`src/rtl/crypto_isa_pkg.sv`:
```
`default_nettype none
// ============================================================================
// Module      : crypto_isa_pkg
// Description : Instruction-set constants for the mini crypto processor:
//               opcode values, field-width defaults and the packed record of
//               decode flags that travels with each buffered instruction.
// Revision    : 1.0 - initial release
// ============================================================================
package crypto_isa_pkg;

    // Opcode values
    localparam int OP_NOP    = 0;
    localparam int OP_ADD    = 1;
    localparam int OP_XORENC = 6;
    localparam int OP_JMP    = 7;

    // Highest legal opcode; anything above it is trapped by execute
    localparam int OPC_MAX_DEF = 7;

    // Field-width defaults
    localparam int INSTR_W_DEF = 16;
    localparam int OPC_W_DEF   = 4;
    localparam int REG_W_DEF   = 4;
    localparam int DEPTH_DEF   = 2;
    localparam int CNT_W_DEF   = 8;

    // Classification flags stored alongside the raw instruction word
    typedef struct packed {
        logic illegal;
        logic is_jump;
        logic is_crypto;
    } dec_flags_t;

    localparam int FLAGS_W = $bits(dec_flags_t);

endpackage
`default_nettype wire

```
`src/rtl/decode_fifo.sv`:
```
`default_nettype none
// ============================================================================
// Module      : decode_fifo
// Description : Generic synchronous FIFO with synchronous flush and
//               asynchronous active-low reset. Read data is the current head
//               (show-ahead). Pointers wrap modulo DEPTH, so DEPTH need not be
//               a power of two.
// Ports       : clk, rst_n        - clock / async active-low reset
//               flush             - discard all entries on the next edge
//               push, wdata       - write request (ignored when full)
//               pop               - remove head (ignored when empty)
//               rdata             - head entry
//               full, empty, count- occupancy status
// Revision    : 1.0 - initial release
// ============================================================================
module decode_fifo #(
    parameter  int WIDTH = 19,
    parameter  int DEPTH = 2,
    localparam int CW    = $clog2(DEPTH + 1)
) (
    input  logic             clk,
    input  logic             rst_n,
    input  logic             flush,
    input  logic             push,
    input  logic [WIDTH-1:0] wdata,
    input  logic             pop,
    output logic [WIDTH-1:0] rdata,
    output logic             full,
    output logic             empty,
    output logic [CW-1:0]    count
);

    localparam int PTR_W = (DEPTH > 1) ? $clog2(DEPTH) : 1;

    logic [WIDTH-1:0] r_mem [DEPTH];
    logic [PTR_W-1:0] r_wr_ptr;
    logic [PTR_W-1:0] r_rd_ptr;
    logic [CW-1:0]    r_count;

    logic w_do_push;
    logic w_do_pop;

    // Explicit wrap keeps non-power-of-two depths correct
    function automatic logic [PTR_W-1:0] f_next(input logic [PTR_W-1:0] p);
        return (p == PTR_W'(DEPTH - 1)) ? '0 : p + 1'b1;
    endfunction

    assign full      = (r_count == CW'(DEPTH));
    assign empty     = (r_count == '0);
    assign count     = r_count;
    assign rdata     = r_mem[r_rd_ptr];
    assign w_do_push = push && !full;
    assign w_do_pop  = pop && !empty;

    // Storage needs no reset: an entry is only visible once counted
    always_ff @(posedge clk) begin
        if (w_do_push && !flush) begin
            r_mem[r_wr_ptr] <= wdata;
        end
    end

    always_ff @(posedge clk or negedge rst_n) begin
        if (!rst_n) begin
            r_wr_ptr <= '0;
            r_rd_ptr <= '0;
            r_count  <= '0;
        end else if (flush) begin
            r_wr_ptr <= '0;
            r_rd_ptr <= '0;
            r_count  <= '0;
        end else begin
            if (w_do_push) begin
                r_wr_ptr <= f_next(r_wr_ptr);
            end
            if (w_do_pop) begin
                r_rd_ptr <= f_next(r_rd_ptr);
            end
            case ({w_do_push, w_do_pop})
                2'b10:   r_count <= r_count + 1'b1;
                2'b01:   r_count <= r_count - 1'b1;
                default: r_count <= r_count;
            endcase
        end
    end

endmodule
`default_nettype wire

```
`src/rtl/decode_stage.sv`:
```
`default_nettype none
// ============================================================================
// Module      : decode_stage
// Description : Pipelined instruction decode. Accepted words are classified
//               (illegal / jump / crypto) on entry and buffered, together with
//               their flags, in a small FIFO in front of execute. A saturating
//               counter tracks accepted illegal instructions.
// Ports       : clk, rst_n            - clock / async active-low reset
//               in_valid/in_ready     - fetch-side handshake
//               in_instr              - [opcode | reg1 | reg2 | imm]
//               flush                 - drop all buffered entries
//               out_valid/out_ready   - execute-side handshake
//               out_opcode/reg1/reg2/imm, out_illegal/is_jump/is_crypto
//                                     - head entry, zero when out_valid = 0
//               illegal_count         - saturating illegal-accept count
// Revision    : 1.0 - initial release
// ============================================================================
module decode_stage
    import crypto_isa_pkg::*;
#(
    parameter  int INSTR_W = INSTR_W_DEF,
    parameter  int OPC_W   = OPC_W_DEF,
    parameter  int REG_W   = REG_W_DEF,
    parameter  int DEPTH   = DEPTH_DEF,
    parameter  int OPC_MAX = OPC_MAX_DEF,
    parameter  int CNT_W   = CNT_W_DEF,
    localparam int IMM_W   = INSTR_W - OPC_W - 2 * REG_W
) (
    input  logic               clk,
    input  logic               rst_n,
    input  logic               in_valid,
    output logic               in_ready,
    input  logic [INSTR_W-1:0] in_instr,
    input  logic               flush,
    output logic               out_valid,
    input  logic               out_ready,
    output logic [OPC_W-1:0]   out_opcode,
    output logic [REG_W-1:0]   out_reg1,
    output logic [REG_W-1:0]   out_reg2,
    output logic [IMM_W-1:0]   out_imm,
    output logic               out_illegal,
    output logic               out_is_jump,
    output logic               out_is_crypto,
    output logic [CNT_W-1:0]   illegal_count
);

    localparam int ENTRY_W = INSTR_W + FLAGS_W;
    localparam int FCNT_W  = $clog2(DEPTH + 1);

    localparam logic [OPC_W-1:0] C_OPC_MAX = OPC_W'(OPC_MAX);
    localparam logic [OPC_W-1:0] C_OP_JMP  = OPC_W'(OP_JMP);
    localparam logic [OPC_W-1:0] C_OP_XENC = OPC_W'(OP_XORENC);

    logic [OPC_W-1:0]   w_in_opcode;
    dec_flags_t         w_in_flags;
    logic               w_push;
    logic               w_pop;
    logic               w_full;
    logic               w_empty;
    logic [FCNT_W-1:0]  w_fcount;
    logic [ENTRY_W-1:0] w_head;
    dec_flags_t         w_head_flags;
    logic [INSTR_W-1:0] w_head_instr;
    logic [CNT_W-1:0]   r_illegal_count;

    // Classify on entry; the flags are stored so the head is never re-decoded
    assign w_in_opcode          = in_instr[INSTR_W-1 -: OPC_W];
    assign w_in_flags.illegal   = (w_in_opcode > C_OPC_MAX);
    assign w_in_flags.is_jump   = (w_in_opcode == C_OP_JMP);
    assign w_in_flags.is_crypto = (w_in_opcode == C_OP_XENC);

    // Full and count describe the same condition; both gate acceptance so the
    // handshake reads directly as "room left in the buffer"
    assign in_ready  = !w_full && (w_fcount < FCNT_W'(DEPTH));
    assign out_valid = !w_empty;
    assign w_push    = in_valid && in_ready;
    assign w_pop     = out_valid && out_ready;

    decode_fifo #(
        .WIDTH (ENTRY_W),
        .DEPTH (DEPTH)
    ) u_fifo (
        .clk   (clk),
        .rst_n (rst_n),
        .flush (flush),
        .push  (w_push),
        .wdata ({w_in_flags, in_instr}),
        .pop   (w_pop),
        .rdata (w_head),
        .full  (w_full),
        .empty (w_empty),
        .count (w_fcount)
    );

    assign {w_head_flags, w_head_instr} = w_head;

    // Head fields are forced to zero whenever no entry is presented
    always_comb begin
        out_opcode    = '0;
        out_reg1      = '0;
        out_reg2      = '0;
        out_imm       = '0;
        out_illegal   = 1'b0;
        out_is_jump   = 1'b0;
        out_is_crypto = 1'b0;
        if (out_valid) begin
            out_opcode    = w_head_instr[INSTR_W-1 -: OPC_W];
            out_reg1      = w_head_instr[INSTR_W-OPC_W-1 -: REG_W];
            out_reg2      = w_head_instr[IMM_W+REG_W-1 -: REG_W];
            out_imm       = w_head_instr[IMM_W-1:0];
            out_illegal   = w_head_flags.illegal;
            out_is_jump   = w_head_flags.is_jump;
            out_is_crypto = w_head_flags.is_crypto;
        end
    end

    // Counts every accepted illegal word, including one dropped by a
    // same-cycle flush; only reset clears it
    always_ff @(posedge clk or negedge rst_n) begin
        if (!rst_n) begin
            r_illegal_count <= '0;
        end else if (w_push && w_in_flags.illegal &&
                     (r_illegal_count != {CNT_W{1'b1}})) begin
            r_illegal_count <= r_illegal_count + 1'b1;
        end
    end

    assign illegal_count = r_illegal_count;

endmodule
`default_nettype wire
```
`config.mk`:
```
export PLATFORM = sky130hd
export DESIGN_NAME = decode_stage
export DESIGN_NICKNAME = d
export VERILOG_FILES = /design/src/rtl/crypto_isa_pkg.sv /design/src/rtl/decode_fifo.sv /design/src/rtl/decode_stage.sv
export SDC_FILE = /design/constraint.sdc
export NUM_CORES = 1
export LEC_CHECK = 0
export CORE_ASPECT_RATIO = 0.75
export CORE_MARGIN = 4
export CORE_UTILIZATION = 44
export CTS_CLUSTER_DIAMETER = 200
export DETAILED_ROUTE_END_ITERATION = 12
export PLACE_DENSITY = 0.75
export SLEW_MARGIN = 20
export SYNTH_ARGS = -nofsm -noshare
export SYNTH_HDL_FRONTEND = slang
export SYNTH_SLANG_ARGS = --single-unit
```
`constraint.sdc`:
```
create_clock -name clk -period 2.6 [get_ports clk]
set_clock_uncertainty 0.05 [all_clocks]
set_input_delay 0.65 -clock clk [delete_from_list [all_inputs] [get_ports clk]]
set_output_delay 0.65 -clock clk [all_outputs]
set_load 0.005 [all_outputs]
```
==> results.py <==
metrics = {
    "status": {
        "outcome": "completed",
    },
    "floorplanning": {
        "die_width_um": 86.83,
        "die_h_um": 67.13,
        "die_area_mm2": 0.005828,
        "num_rows": 21,
        "core_area_mm2": 0.004493,
        "ios": 50,
        "initial_core_util_pct": 45.64,
    },
    "sta": {
        "slew_headroom_pct": 63.94,
        "fmax_mhz": 407.4,
        "hold_viol": 0,
        "worst_slack_ps": 145.4,
        "finalSetupViolations": 0,
        "period_share_pct": 94.41,
        "holdWs_ps": 494.3,
        "rsz0062_at_grt": "false",
        "finalMaxSlewViolations": 0,
        "period_needed_ps": 2455,
        "tightest_slew_ps": 539.1,
    },
    "hold_path": {
        "worstHoldPathType": "reg2reg",
        "min_from": "illegal_count[3]",
    },
    "detailed_routing": {
        "avgViaCountPerCell": 4.949,
        "wirelength_um": 3767,
        "dr_total_vias": 1262,
        "drt-initial-drc-count": 50,
        "wl_per_cell_um": 14.77,
        "drc": 0,
        "ant_nets": 0,
        "drtPass1Iterations": 4,
    },
    "placement": {
        "place_ws_ps": 366.4,
        "io_buffer_count": 49,
        "finalWeightedCongestion": 0.8355,
        "dp_hpwl_um": 2740,
    },
    "logic_synthesis": {
        "ys_warn_count": 0,
        "ys_types": 28,
        "ys_seq_area_share_pct": 70.29,
        "avgSynthCellArea_um2": 14.44,
        "synthXorXnorAreaFrac_pct": 2.563,
        "syn-num-nets": 164,
        "synthesis.area_mm2": 0.002051,
        "netlist_instances": 142,
        "synth_mux_area_share_pct": 12.14,
        "synth_simple_gate_area_share_pct": 11.04,
        "synth_top_family_by_area": "multiplexers",
        "synthAdderAreaFrac_pct": 0.6101,
        "synth_compound_area_share_pct": 1.769,
        "ys_ff_latch": 50,
    },
    "cts": {
        "cts_resized": 0,
        "numClockSinks": 50,
        "postCtsSetupBuffers": 0,
        "clk_latency_ps": 280,
        "clockBufferDepth": 2,
        "clk_pin_slew_ps": 80,
        "numCtsBuffers": 5,
        "cts_tree": "done",
        "htree_levels": 2,
        "hold_buffers": 0,
        "cts_root_buffer": "clkbuf_8",
    },
    "grt": {
        "grt_pass1_wl_um": 6141,
        "antenna_found_initial": 0,
        "grtUsageTotal_pct": 14.02,
        "grt_overflow": 0,
        "grt_max_degree": 21,
        "grt_pass1_vias": 1318,
    },
    "worst_setup_path": {
        "r2r_start": "illegal_count[0]",
        "cp-startpoint": "u_fifo.r_rd_ptr",
        "cp_max_fo": 20,
        "critPathBufInv": 2,
        "crit_family": "buffers and inverters",
        "arrival_ps": 1750,
        "worstPathCellList": "buf_4 -> mux2i_1 -> nor2_1 -> clkdlybuf4s50_1",
        "cp_slowest_cell": "clkdlybuf4s50_1",
        "required_ps": 1900,
        "cp-start-kind": "flop",
        "path_class": "reg2out",
        "crit_path_end_kind": "output pin",
        "max_stage_delay_ps": 450,
    },
    "job": {
        "cap_violations": 0,
    },
    "final_layout": {
        "nets": 219,
        "final_common_cell": "clkdlybuf4s50_1",
        "antenna_cells": 0,
        "layout_common_cells": "49 x clkdlybuf4s50_1, 38 x edfxtp_1, 26 x nor2_1",
        "syn_to_final_growth_pct": 33.50,
        "drive_above_1_share_pct": 7.576,
    },
    "power": {
        "p_leak_nw": 0.9882,
        "peakVddDrop_mv": 0.3748,
        "powerDensity_mw_per_mm2": 686.4,
    },
}
==> final timing paths <==
check / endpoint / slack [ps] / cells after the start
setup / recovery: out_illegal / 150 / 4
hold / removal: illegal_count[3] / 490 / 1
setup reg to reg: illegal_count[1] / 970 / 4
hold reg to reg: illegal_count[3] / 490 / 1
max in group asynchronous: u_fifo.r_wr_ptr / 1480 / 1
min in group asynchronous: illegal_count[3] / 660 / 1
==> synth_stat cells <==
library cell,n,area (um2)
edfxtp_1,38,1141
o21ai_0,2,10.01
a21o_1,1,7.510
nor3b_1,1,7.510
nand3_1,4,20.02
ha_1,1,12.51
nor4bb_1,1,10.01
and3_1,1,6.260
buf_2,2,10.01
xor2_1,5,43.79
a21oi_1,2,10.01
inv_1,3,11.26
clkbuf_1,3,11.26
nor2_1,26,97.59
and4b_1,1,10.01
nand2_1,4,15.01
nor2b_1,2,12.51
o21ai_2,1,8.760
dfrtp_1,12,300.3
mux2_4,1,15.01
nand2b_1,1,6.260
nand4_1,3,18.77
and3b_2,1,10.01
nor3_1,1,5.000
xnor2_1,1,8.760
or2b_1,1,7.510
mux2i_1,20,200.2
mux2_1,3,33.78
==> state kept, by name, summed over array words and instances (netlist names) <==
name,count
illegal_count,8
u_fifo.count,2
u_fifo.r_mem,38
u_fifo.r_rd_ptr,1
u_fifo.r_wr_ptr,1
==> layout make-up <==
cell class	instances	area, um2
Clock buffer	7	76.32
Clock inverter	1	30.03
Fill cell	335	1755
Inverter	3	11.26
Multi-Input combinational cell	84	586.8
Sequential cell	50	1441
Tap cell	57	71.32
Timing Repair Buffer	53	520.5
==> worst reg2reg max path, stage by stage (launching register included) <==
cell     delay (ps)
dfrtp_1         430
ha_1            250
nand4_1         170
o21ai_2         270
mux2_1          350
==> per-stage QoR <==
| step | setup TNS, ps | util [%] | cells | instance area, um2 | total power, W |
|---|---|---|---|---|---|
| 2_1_floorplan | -60.27 | - | 142 | 2056 | 0.001166 |
| 3_3_place_gp | 0 | 58.56 | 247 | 2631 | 0.001379 |
| 3_5_place_dp | 0 | 58.56 | 247 | 2631 | 0.001393 |
| 4_1_cts | 0 | 60.93 | 255 | 2738 | 0.001905 |
| 5_1_grt | 0 | 60.93 | 255 | 2738 | 0.001973 |
| 6_report | 0 | 60.93 | 255 | 2738 | 0.001879 |
==> cells by family after synthesis <==
family          count (synthesis)
simple gates                   47
flops                          50
compound gates                  6
buf+inv                         8
fa+ha+maj                       1
xor+xnor                        6
mux                            24
==> routing by layer <==
layer | track usage, % | vias up | part of all wire (%)
li1 | - | 621 | -
met1 | 16.56 | 602 | 41
met2 | 24.91 | 37 | 53
met3 | 3.832 | 2 | 5.8
met4 | 4.475 | 0 | 0.85
met5 | 0 | - | 0
==> report_power, final <==
group          internal, W  total, W  switching (W)
Clock             0.000288  0.000510       0.000223
Combinational     0.000220  0.000364       0.000145
Sequential        0.000935   0.00100      0.0000690
Note: power is estimated with default switching activity, not from simulation.
